$ cat config.mk
export PLATFORM = sky130hd
export DESIGN_NAME = load_store_unit_flat
export DESIGN_NICKNAME = d
export VERILOG_FILES = /design/src/rtl/load_store_unit_if.sv /design/src/rtl/load_store_unit.sv /design/src/flat_wrapper.sv
export SDC_FILE = /design/constraint.sdc
export NUM_CORES = 1
export LEC_CHECK = 0
export CAP_MARGIN = 20
export CORE_MARGIN = 2
export CORE_UTILIZATION = 25
export CTS_CLUSTER_DIAMETER = 150
export DETAILED_ROUTE_END_ITERATION = 7
export PLACE_DENSITY = 0.53
export SETUP_SLACK_MARGIN = 0.5
export SYNTH_ARGS = -nofsm -noshare
export SYNTH_HDL_FRONTEND = slang
export SYNTH_SLANG_ARGS = --single-unit
$ cat constraint.sdc
create_clock -name CLK -period 6.32 [get_ports CLK]
set_clock_uncertainty 0.2 [all_clocks]
set_input_delay 0.948 -clock CLK [delete_from_list [all_inputs] [get_ports CLK]]
set_output_delay 0.948 -clock CLK [all_outputs]
set_load 0.02 [all_outputs]
$ cat src/rtl/load_store_unit_if.sv
// load_store_unit_if: core request/response channel and memory port of the
// load/store unit. The slave modport is the LSU; the master modport is the
// surrounding core and memory.
interface load_store_unit_if;
    // Core request channel
    logic        req_valid;
    logic        req_ready;
    logic        req_we;
    logic [2:0]  req_size;
    logic [31:0] req_addr;
    logic [31:0] req_wdata;

    // Core response channel
    logic        rsp_valid;
    logic        rsp_ready;
    logic [31:0] rsp_rdata;
    logic        rsp_err;

    // Memory port
    logic [31:0] mem_addr;
    logic [31:0] mem_wdata;
    logic        mem_we;
    logic [2:0]  mem_size;
    logic [31:0] mem_rdata;

    modport slave (
        input  req_valid, req_we, req_size, req_addr, req_wdata, rsp_ready, mem_rdata,
        output req_ready, rsp_valid, rsp_rdata, rsp_err,
        output mem_addr, mem_wdata, mem_we, mem_size
    );

    modport master (
        output req_valid, req_we, req_size, req_addr, req_wdata, rsp_ready, mem_rdata,
        input  req_ready, rsp_valid, rsp_rdata, rsp_err,
        input  mem_addr, mem_wdata, mem_we, mem_size
    );
endinterface

$ cat src/rtl/load_store_unit.sv
// load_store_unit: accepts one load/store from the core, checks it for
// legality, performs a single-cycle memory access and returns the result.
// Sign/zero extension and byte lane placement are done by the memory, which
// receives the access size on mem_size.
// Optional feature: define LSU_MISALIGN_TRAP_EN to reject misaligned halfword
// and word accesses; without it they reach memory unchanged.
module load_store_unit #(
    parameter int MEM_SIZE = 256
) (
    input  logic                    CLK,
    input  logic                    RESET,
    load_store_unit_if.slave        bus,
    output logic [15:0]             ld_count,
    output logic [15:0]             st_count
);

    localparam logic [2:0] SZ_WORD   = 3'b000;
    localparam logic [2:0] SZ_BYTE   = 3'b001;
    localparam logic [2:0] SZ_HALF   = 3'b010;
    localparam logic [2:0] SZ_BYTE_U = 3'b011;
    localparam logic [2:0] SZ_HALF_U = 3'b100;

    typedef enum logic [1:0] {
        IDLE   = 2'd0,
        ACCESS = 2'd1,
        RESP   = 2'd2
    } state_t;

    state_t      state_q, state_d;
    logic        we_q, we_d;
    logic [2:0]  size_q, size_d;
    logic [31:0] addr_q, addr_d;
    logic [31:0] wdata_q, wdata_d;
    logic [31:0] rdata_q, rdata_d;
    logic        err_q, err_d;
    logic [15:0] ld_cnt_q, ld_cnt_d;
    logic [15:0] st_cnt_q, st_cnt_d;

    logic [32:0] nbytes;
    logic [32:0] last_addr;
    logic        illegal;

    // Legality of the request currently presented by the core.
    always_comb begin
        // NOTE: every signal written here gets a default first, so no path leaves it unassigned and no latch is inferred.
        nbytes  = 33'd1;
        illegal = 1'b0;
        case (bus.req_size)
            SZ_WORD:            nbytes = 33'd4;
            SZ_HALF, SZ_HALF_U: nbytes = 33'd2;
            default:            nbytes = 33'd1;
        endcase
        // 33-bit sum so an address near 2^32 cannot wrap back into range.
        last_addr = {1'b0, bus.req_addr} + nbytes - 33'd1;
        if (bus.req_size > SZ_HALF_U)
            illegal = 1'b1;
        if (bus.req_we && (bus.req_size == SZ_BYTE_U || bus.req_size == SZ_HALF_U))
            illegal = 1'b1;
        if (last_addr >= 33'(MEM_SIZE))
            illegal = 1'b1;
`ifdef LSU_MISALIGN_TRAP_EN
        if ((bus.req_size == SZ_HALF || bus.req_size == SZ_HALF_U) && bus.req_addr[0])
            illegal = 1'b1;
        if (bus.req_size == SZ_WORD && bus.req_addr[1:0] != 2'b00)
            illegal = 1'b1;
`endif
    end

    // Next-state, request capture, result capture and counter update.
    always_comb begin
        state_d  = state_q;
        we_d     = we_q;
        size_d   = size_q;
        addr_d   = addr_q;
        wdata_d  = wdata_q;
        rdata_d  = rdata_q;
        err_d    = err_q;
        ld_cnt_d = ld_cnt_q;
        st_cnt_d = st_cnt_q;
        case (state_q)
            IDLE: begin
                // req_ready is 1 throughout IDLE, so req_valid alone means acceptance.
                if (bus.req_valid) begin
                    we_d    = bus.req_we;
                    size_d  = bus.req_size;
                    addr_d  = bus.req_addr;
                    wdata_d = bus.req_wdata;
                    rdata_d = 32'd0;
                    err_d   = illegal;
                    state_d = illegal ? RESP : ACCESS;
                end
            end
            ACCESS: begin
                rdata_d = we_q ? 32'd0 : bus.mem_rdata;
                if (we_q) begin
                    if (st_cnt_q != 16'hFFFF) st_cnt_d = st_cnt_q + 16'd1;
                end else begin
                    if (ld_cnt_q != 16'hFFFF) ld_cnt_d = ld_cnt_q + 16'd1;
                end
                state_d = RESP;
            end
            RESP: begin
                if (bus.rsp_ready) state_d = IDLE;
            end
            default: state_d = IDLE;
        endcase
    end

    // State and datapath registers; reset also drops any pending response.
    always_ff @(posedge CLK or posedge RESET) begin
        if (RESET) begin
            state_q  <= IDLE;
            we_q     <= 1'b0;
            size_q   <= SZ_BYTE;
            addr_q   <= 32'd0;
            wdata_q  <= 32'd0;
            rdata_q  <= 32'd0;
            err_q    <= 1'b0;
            ld_cnt_q <= 16'd0;
            st_cnt_q <= 16'd0;
        end else begin
            // NOTE: non-blocking assignments here so every flop samples the pre-edge values of the others.
            state_q  <= state_d;
            we_q     <= we_d;
            size_q   <= size_d;
            addr_q   <= addr_d;
            wdata_q  <= wdata_d;
            rdata_q  <= rdata_d;
            err_q    <= err_d;
            ld_cnt_q <= ld_cnt_d;
            st_cnt_q <= st_cnt_d;
        end
    end

    // Outputs decode straight from state so a reset removes mem_we at once.
    assign bus.req_ready = (state_q == IDLE);
    assign bus.rsp_valid = (state_q == RESP);
    assign bus.rsp_rdata = rdata_q;
    assign bus.rsp_err   = err_q;
    assign bus.mem_addr  = addr_q;
    assign bus.mem_wdata = wdata_q;
    assign bus.mem_we    = (state_q == ACCESS) && we_q;
    assign bus.mem_size  = (state_q == ACCESS) ? size_q : SZ_BYTE;
    assign ld_count      = ld_cnt_q;
    assign st_count      = st_cnt_q;

endmodule

$ cat src/flat_wrapper.sv
// flat-port wrapper written by rule: the top's interface ports become plain ports
module load_store_unit_flat 
#(
    parameter int MEM_SIZE = 256
)
  (CLK, RESET, ld_count, st_count, bus_req_valid, bus_req_we, bus_req_size, bus_req_addr, bus_req_wdata, bus_rsp_ready, bus_mem_rdata, bus_req_ready, bus_rsp_valid, bus_rsp_rdata, bus_rsp_err, bus_mem_addr, bus_mem_wdata, bus_mem_we, bus_mem_size);
  load_store_unit_if bus_i ();
  input  logic CLK;
  input  logic RESET;
  output logic [15:0] ld_count;
  output logic [15:0] st_count;
  input wire logic [$bits(bus_i.req_valid)-1:0] bus_req_valid;
  input wire logic [$bits(bus_i.req_we)-1:0] bus_req_we;
  input wire logic [$bits(bus_i.req_size)-1:0] bus_req_size;
  input wire logic [$bits(bus_i.req_addr)-1:0] bus_req_addr;
  input wire logic [$bits(bus_i.req_wdata)-1:0] bus_req_wdata;
  input wire logic [$bits(bus_i.rsp_ready)-1:0] bus_rsp_ready;
  input wire logic [$bits(bus_i.mem_rdata)-1:0] bus_mem_rdata;
  output wire logic [$bits(bus_i.req_ready)-1:0] bus_req_ready;
  output wire logic [$bits(bus_i.rsp_valid)-1:0] bus_rsp_valid;
  output wire logic [$bits(bus_i.rsp_rdata)-1:0] bus_rsp_rdata;
  output wire logic [$bits(bus_i.rsp_err)-1:0] bus_rsp_err;
  output wire logic [$bits(bus_i.mem_addr)-1:0] bus_mem_addr;
  output wire logic [$bits(bus_i.mem_wdata)-1:0] bus_mem_wdata;
  output wire logic [$bits(bus_i.mem_we)-1:0] bus_mem_we;
  output wire logic [$bits(bus_i.mem_size)-1:0] bus_mem_size;
  assign bus_i.req_valid = bus_req_valid;
  assign bus_i.req_we = bus_req_we;
  assign bus_i.req_size = bus_req_size;
  assign bus_i.req_addr = bus_req_addr;
  assign bus_i.req_wdata = bus_req_wdata;
  assign bus_i.rsp_ready = bus_rsp_ready;
  assign bus_i.mem_rdata = bus_mem_rdata;
  assign bus_req_ready = bus_i.req_ready;
  assign bus_rsp_valid = bus_i.rsp_valid;
  assign bus_rsp_rdata = bus_i.rsp_rdata;
  assign bus_rsp_err = bus_i.rsp_err;
  assign bus_mem_addr = bus_i.mem_addr;
  assign bus_mem_wdata = bus_i.mem_wdata;
  assign bus_mem_we = bus_i.mem_we;
  assign bus_mem_size = bus_i.mem_size;
  load_store_unit #(.MEM_SIZE(MEM_SIZE)) u_core (.CLK(CLK), .RESET(RESET), .bus(bus_i), .ld_count(ld_count), .st_count(st_count));
endmodule
Word level (Yosys, flattened, before mapping)
Index checks and enable logic that the tools add are counted.
{ "word_totals": {"reg_bits": 135, "input_bits": 104, "out_inout_bits": 135, "elab_cells": 49} }
{ "classes": {"n_addsub": 4, "n_lt_le_gt_ge": 2, "eq_ne": 9, "n_mux": 12, "bitwise": 1, "n_reduce_logical": 12} }
{ "op_table": {"columns": ["cell", "n"], "rows": [
  ["two-way mux 32 bit", 2],
  ["one-hot mux 32 bit (2 select lines)", 1],
  ["adder 32 x 3 -> 33 bit", 1],
  [">= comparator 33 x 9 -> 1 bit, second input constant", 1],
  ["subtractor 33 x 1 -> 33 bit, second input constant", 1],
  ["adder 16 x 1 -> 16 bit, second input constant", 2],
  ["!= test 16 bit, second input constant", 2],
  ["== test 3 x 2 -> 1 bit, second input constant", 2],
  ["two-way mux 2 bit", 3],
  ["one-hot mux 2 bit (3 select lines)", 1],
  ["one-hot mux 3 bit (2 select lines)", 1],
  ["AND reduction 2 bit", 3],
  ["AND reduction 3 bit", 2],
  ["!= test 2 bit, second input constant", 2],
  ["== test 3 bit, second input constant", 1],
  ["> comparator 3 bit, second input constant", 1],
  ["logical NOT 3 bit", 1],
  ["two-way mux 1 bit", 3],
  ["two-way mux 3 bit", 1],
  ["== test 2 x 1 -> 1 bit, second input constant", 1],
  ["== test 2 bit, second input constant", 1],
  ["logical AND 1 bit", 2],
  ["logical NOT 2 bit", 1],
  ["nonzero test 2 bit", 1],
  ["3 further kinds", 3]
]} }

Logic depth before layout (Yosys ltp)
{ "logic_depth": {"depth_word": 10, "depth_mapped": 18, "mapped_depth_nobuf": 18} }

Worst setup path before layout
Ideal clock, no wire load.
{ "synth_timing": {"kind": "input port to flip-flop", "from": "input port bus_req_size[0]", "to": "register u_core.state_q[0]", "setup_ns": 0.067, "t_arrival_ns": 3.984, "required_time_ns": 6.053, "slack_ns": 2.069, "path_stages": 17, "path_buffers": 0, "cell_sequence": "or3_1 -> nand2_1 -> ha_1 -> inv_1 -> ha_1 -> inv_1 -> fa_1 -> nor2b_4 -> o31ai_2 -> a211o_1 -> a2bb2oi_1 -> or3b_1 -> or4_1 -> nor3_2 -> nand4_1 -> nor3_2 -> and3_1"} }
{ "synth_between": {"elab_chain_cells": 10, "elab_cells_between_ends": 18, "cone_classes": "add/sub (2); order compare (2); eq/ne (3); mux (7); reduce/logical (4)"} }
{ "synth_lines": {"columns": ["element", "line", "source"], "rows": [
  ["start: declaration", "flat_wrapper.sv:14", "input wire logic [$bits(bus_i.req_size)-1:0] bus_req_size;"],
  ["== test 3 x 2 -> 1 bit / == test 3 bit (equally long branches)", "load_store_unit.sv:48, load_store_unit.sv:57", null],
  ["OR reduction 2 bit", "load_store_unit.sv:48", "case (bus.req_size)"],
  ["one-hot mux 3 bit (2 select lines)", "load_store_unit.sv:48", null],
  ["adder 32 x 3 -> 33 bit", "load_store_unit.sv:54", "last_addr = {1'b0, bus.req_addr} + nbytes - 33'd1;"],
  ["subtractor 33 x 1 -> 33 bit", "load_store_unit.sv:54", null],
  [">= comparator 33 x 9 -> 1 bit", "load_store_unit.sv:59", "if (last_addr >= 33'(MEM_SIZE))"],
  ["two-way mux 1 bit *", "load_store_unit.sv:59", null],
  ["two-way mux 2 bit *", "load_store_unit.sv:90", "state_d = illegal ? RESP : ACCESS;"],
  ["two-way mux 2 bit *", "load_store_unit.sv:83", "if (bus.req_valid) begin"],
  ["one-hot mux 2 bit (3 select lines) *", "load_store_unit.sv:80", "case (state_q)"],
  ["end signal: assignment", "load_store_unit.sv:123", "state_q <= state_d;"],
  ["end: declaration", "load_store_unit.sv:29", "state_t state_q, state_d;"]
]} }
Every way passes the cells marked *; elsewhere a longest branch is shown, timed or not. The select of a mux whose other input is x is not followed.
A chain may end at the register's enable or synchronous reset.

Worst setup path in the final report
{ "layout_timing": {"from": "input port bus_req_size[1]", "to": "register u_core.state_q[1]"} }
The elaborated chain is that of the path after synthesis.

==> impl_metrics.csv <==
group,metric,value,unit
sta,max_freq,209,MHz
placed_design,detailedPlacementHpwl,16.5,mm
pwr,power_switching_share,32.0,%
synthesis,synth_area_leader_cell,"sky130_fd_sc_hd__dfrtp_1",
sta,ratio_of_final_minimum_period_to_clock_period,75.8,%
pwr,seq_power_share,35.1,%
clock_network,cts_made_buffers,17,
floorplan,core_area,29400,sq um
cells_and_area,layoutNonFillerInstCount,1338,
synthesis,synth_cell_type_count,72,
pwr,peakVddDrop,0.000149,V
cells_and_area,antenna_cells,0,
global_route,grt_busiest_layer,"met2",
global_route,globalRoute.totalOverflow,0,
synthesis,post_synth.cell_area_avg,10.5,sq um
critical_path,cp_data_required_time,6400,ps
sta,worst-slew-pin-transition,1010,ps
placed_design,dp_cells,1306,
pwr,power_report.internal_total,1.96,mW
sta,final_hold_viol_count,0,
sta,post-route-worst-setup-slack,1530,ps
synthesis,synth_edf_count,0,
synthesis,postSynth.topFlopCell,"sky130_fd_sc_hd__dfrtp_1",
run_status,outcome,"complete, no violations",
clock_network,clock_sink_count,135,
floorplan,rows,63,
sta,rsz0062_at_grt,"false",
clock_network,ctsRootBufferMaster,"sky130_fd_sc_hd__clkbuf_16",
sta,maxSlewViolCount,0,
detailed_routing,vias,6320,
detailed_routing,ant_nets,0,
floorplan,chipHeight,176,um
critical_path,worstSetupEndpointType,"register",
cells_and_area,final_core_util,36.8,%
detailed_routing,drt-pass1-iter-count,5,
synthesis,synth_sequential_area_ratio,45.5,%
global_route,gr-usage-met2,22.7,%
floorplan,fp.dieArea,31100,sq um
critical_path,peak_fanout_along_the_critical_path,5,
clock_network,clock_path_buffers,2,
global_route,groute.layer.met3.usage,3.66,%
floorplan,die_x,176,um
critical_path,worstSetupStartpointType,"input port",
synthesis,synth-async-reset-ratio,100,%
floorplan,initial_utilization,25.3,%
detailed_routing,drt-wirelength-per-cell,16.7,um
placed_design,dp_worst_setup_slack,1100,ps
sta,fin_tns_setup,0,ps
detailed_routing,detail_route.vias_per_cell,4.72,
sta,worst_relative_slew_slack,32.8,%
clock_network,cts-resized-gates,0,
global_route,met1_use_gr,19.1,%
min_path,min_path_type,"register to register",
pwr,power.net_switching,0.921,mW
clock_network,cts_max_level,4,
sta,final.min_clock_period,4790,ps
synthesis,yosys.area.top_type_share,45.2,%
pwr,leak_pwr,4.58,nW
floorplan,design.portCount,239,
clock_network,clk_transition_reported_paths,70,ps
global_route,grt_pass1_vias,6397,
detailed_routing,wl,22.3,mm
synthesis,ys.warnings.count,0,
cells_and_area,num-nets-final,1076,
placed_design,place.gp.congestion,0.833,
synthesis,syn_inst,704,
cells_and_area,post_route_cells_drive_above_1_share,13.2,%
global_route,global_route_wire_length_before_repair,35.2,mm
clock_network,cts-hold-fix-buffers,0,
placed_design,io_buffers,238,
pwr,combinational_power_share,27.3,%
pwr,power.density_cell_area,267,nW/um^2
detailed_routing,first_iter_violations,313,
sta,final-setup-viol-count,0,
clock_network,tritoncts_clock_tree,"done",
clock_network,worst_skew_late_latency,420,ps
cells_and_area,areaGrowthSynthToFinish,45.6,%
clock_network,postCtsSetupBuffers,0,
detailed_routing,route.detailed.drc,0,
synthesis,mappedNetlistArea,7420,sq um
flow_run,timing.max_cap.violations,0,
synthesis,postSynthRegisterBits,135,
global_route,grt_antenna_before_repair,0,
critical_path,worst-setup-path-type,"input port to register",
pwr,clockPowerShare,37.6,%
global_route,track_usage,14.4,%
synthesis,synth_nets,845,
synthesis,synth_area_leaders,"sky130_fd_sc_hd__dfrtp_1 45%, sky130_fd_sc_hd__mux2_2 11%, sky130_fd_sc_hd__ha_1 6.1%",
global_route,grt_max_degree,97,
critical_path,worst_ep_arrival_time,4860,ps
[per-stage QoR]
| stage | hold slack, ps | power (mW) | cell area (sq um) |
|---|---|---|---|
| detailed placement | 280 | 1.82 | 10200 |
| global placement | 282 | 1.82 | 10200 |
| global route | 316 | 3.03 | 10800 |
| finish | 294 | 2.88 | 10800 |
| CTS | 301 | 2.93 | 10800 |
| floorplan | 273 | 1.47 | 7420 |
[cell usage after synthesis (6+ instances only)]
cell type                    n
sky130_fd_sc_hd__nand4_1    15
sky130_fd_sc_hd__nand3_1    20
sky130_fd_sc_hd__xor2_1     12
sky130_fd_sc_hd__o21ai_1     9
sky130_fd_sc_hd__nand2_1    52
sky130_fd_sc_hd__inv_1      53
sky130_fd_sc_hd__buf_2       9
sky130_fd_sc_hd__o21ai_0    17
sky130_fd_sc_hd__xnor2_1    32
sky130_fd_sc_hd__and3_1     10
sky130_fd_sc_hd__dfrtp_1   134
sky130_fd_sc_hd__a211oi_1    6
sky130_fd_sc_hd__nor3_1      9
sky130_fd_sc_hd__clkbuf_1   14
sky130_fd_sc_hd__ha_1       36
sky130_fd_sc_hd__a21o_1      7
sky130_fd_sc_hd__mux2_2     70
sky130_fd_sc_hd__nor2_1     36
sky130_fd_sc_hd__a22o_1     32
sky130_fd_sc_hd__a31oi_1     7
sky130_fd_sc_hd__o22ai_1     6
sky130_fd_sc_hd__a21oi_1    28
[worst max-delay path, stage by stage]
cell and delay [ps]:
sky130_fd_sc_hd__clkdlybuf4s50_1 500, sky130_fd_sc_hd__or3_1 430, sky130_fd_sc_hd__nand2_1 80, sky130_fd_sc_hd__ha_1 130, sky130_fd_sc_hd__inv_1 40, sky130_fd_sc_hd__ha_1 180, sky130_fd_sc_hd__inv_1 70, sky130_fd_sc_hd__fa_1 240
sky130_fd_sc_hd__nor2b_4 60, sky130_fd_sc_hd__o31ai_2 280, sky130_fd_sc_hd__a211o_1 230, sky130_fd_sc_hd__a2bb2oi_1 150, sky130_fd_sc_hd__or3b_1 340, sky130_fd_sc_hd__or4_1 410, sky130_fd_sc_hd__nor3_2 160, sky130_fd_sc_hd__nand4_1 150
sky130_fd_sc_hd__nor3_2 320, sky130_fd_sc_hd__o32ai_1 120
[path summary, 6_finish.rpt]
kind / slack, ps / end / cells past startpoint / start
worst max-delay path: 1530 / u_core.state_q[1]$_DFFE_PP0P_ / 18 / bus_req_size[1]
worst min-delay path: 290 / u_core.st_count[7]$_DFFE_PP0P_ / 1 / u_core.st_count[7]$_DFFE_PP0P_
worst max register to register: 3260 / u_core.state_q[1]$_DFFE_PP0P_ / 10 / u_core.state_q[0]$_DFFE_PP0P_
worst min register to register: 290 / u_core.st_count[7]$_DFFE_PP0P_ / 1 / u_core.st_count[7]$_DFFE_PP0P_
max in group asynchronous: 3950 / u_core.ld_count[10]$_DFFE_PP0P_ / 3 / RESET
min in group asynchronous: 890 / u_core.bus.mem_wdata[11]$_DFFE_PP0P_ / 2 / RESET
[state kept, by name, summed over array words and instances (netlist names)]
signal	cells
u_core.bus.mem_addr	32
u_core.bus.mem_wdata	32
u_core.bus.rsp_err	1
u_core.bus.rsp_rdata	32
u_core.ld_count	16
u_core.size_q	3
u_core.st_count	16
u_core.state_q	2
u_core.we_q	1
[layer usage]
metal / vias to the layer above / part of all wire, %
met4: 0 / 1.9
met5: - / 0
met2: 175 / 46
li1: 3019 / -
met1: 3097 / 46
met3: 29 / 5.5
[power groups by stage]
stage / Sequential, mW / Clock, mW / Combinational (mW)
CTS: 1.02 / 1.12 / 0.794
detailed placement: 1.03 / 0 / 0.790
global placement: 1.03 / 0 / 0.793
finish: 1.01 / 1.08 / 0.786
global route: 1.03 / 1.16 / 0.850
floorplan: 1.14 / 0 / 0.325
[logic make-up (layout without fill, tap and decap cells)]
kind of cell               count (synthesis)  count (layout)  synth area share [%]
buffers and inverters                     83             327                  4.65
AOI/OAI and AO/OA                        163             163                  16.0
xor gates and xnor gates                  44              44                  5.19
and+or+nand+nor                          169             169                  11.3
muxes                                     73              73                  11.0
adders and majority gates                 37              37                  6.34
DFF                                      135             135                  45.5
[cell usage in the layout, fill, tap and decap left out, drive strengths merged, types with 11 or more instances in the layout]
cell type,count
ha,36
nand2,52
xor2,12
o21ai,26
xnor2,32
mux2,71
nor3,11
inv,65
dfrtp,134
clkdlybuf4s50,238
nor2,36
a22o,32
clkbuf,17
a21oi,34
nand3,20
nand4,15
[final cells by class]
| cell class | instances | area (sq um) |
|---|---|---|
| sequential | 135 | 3380 |
| inverter | 54 | 208 |
| clock inverter | 15 | 193 |
| clock buffer | 17 | 425 |
| multi-input combinational | 486 | 3710 |
| timing repair buffer | 241 | 2400 |
| tap | 390 | 488 |
| fill | 2971 | 18600 |
Note: power is estimated with default switching activity, not from simulation.
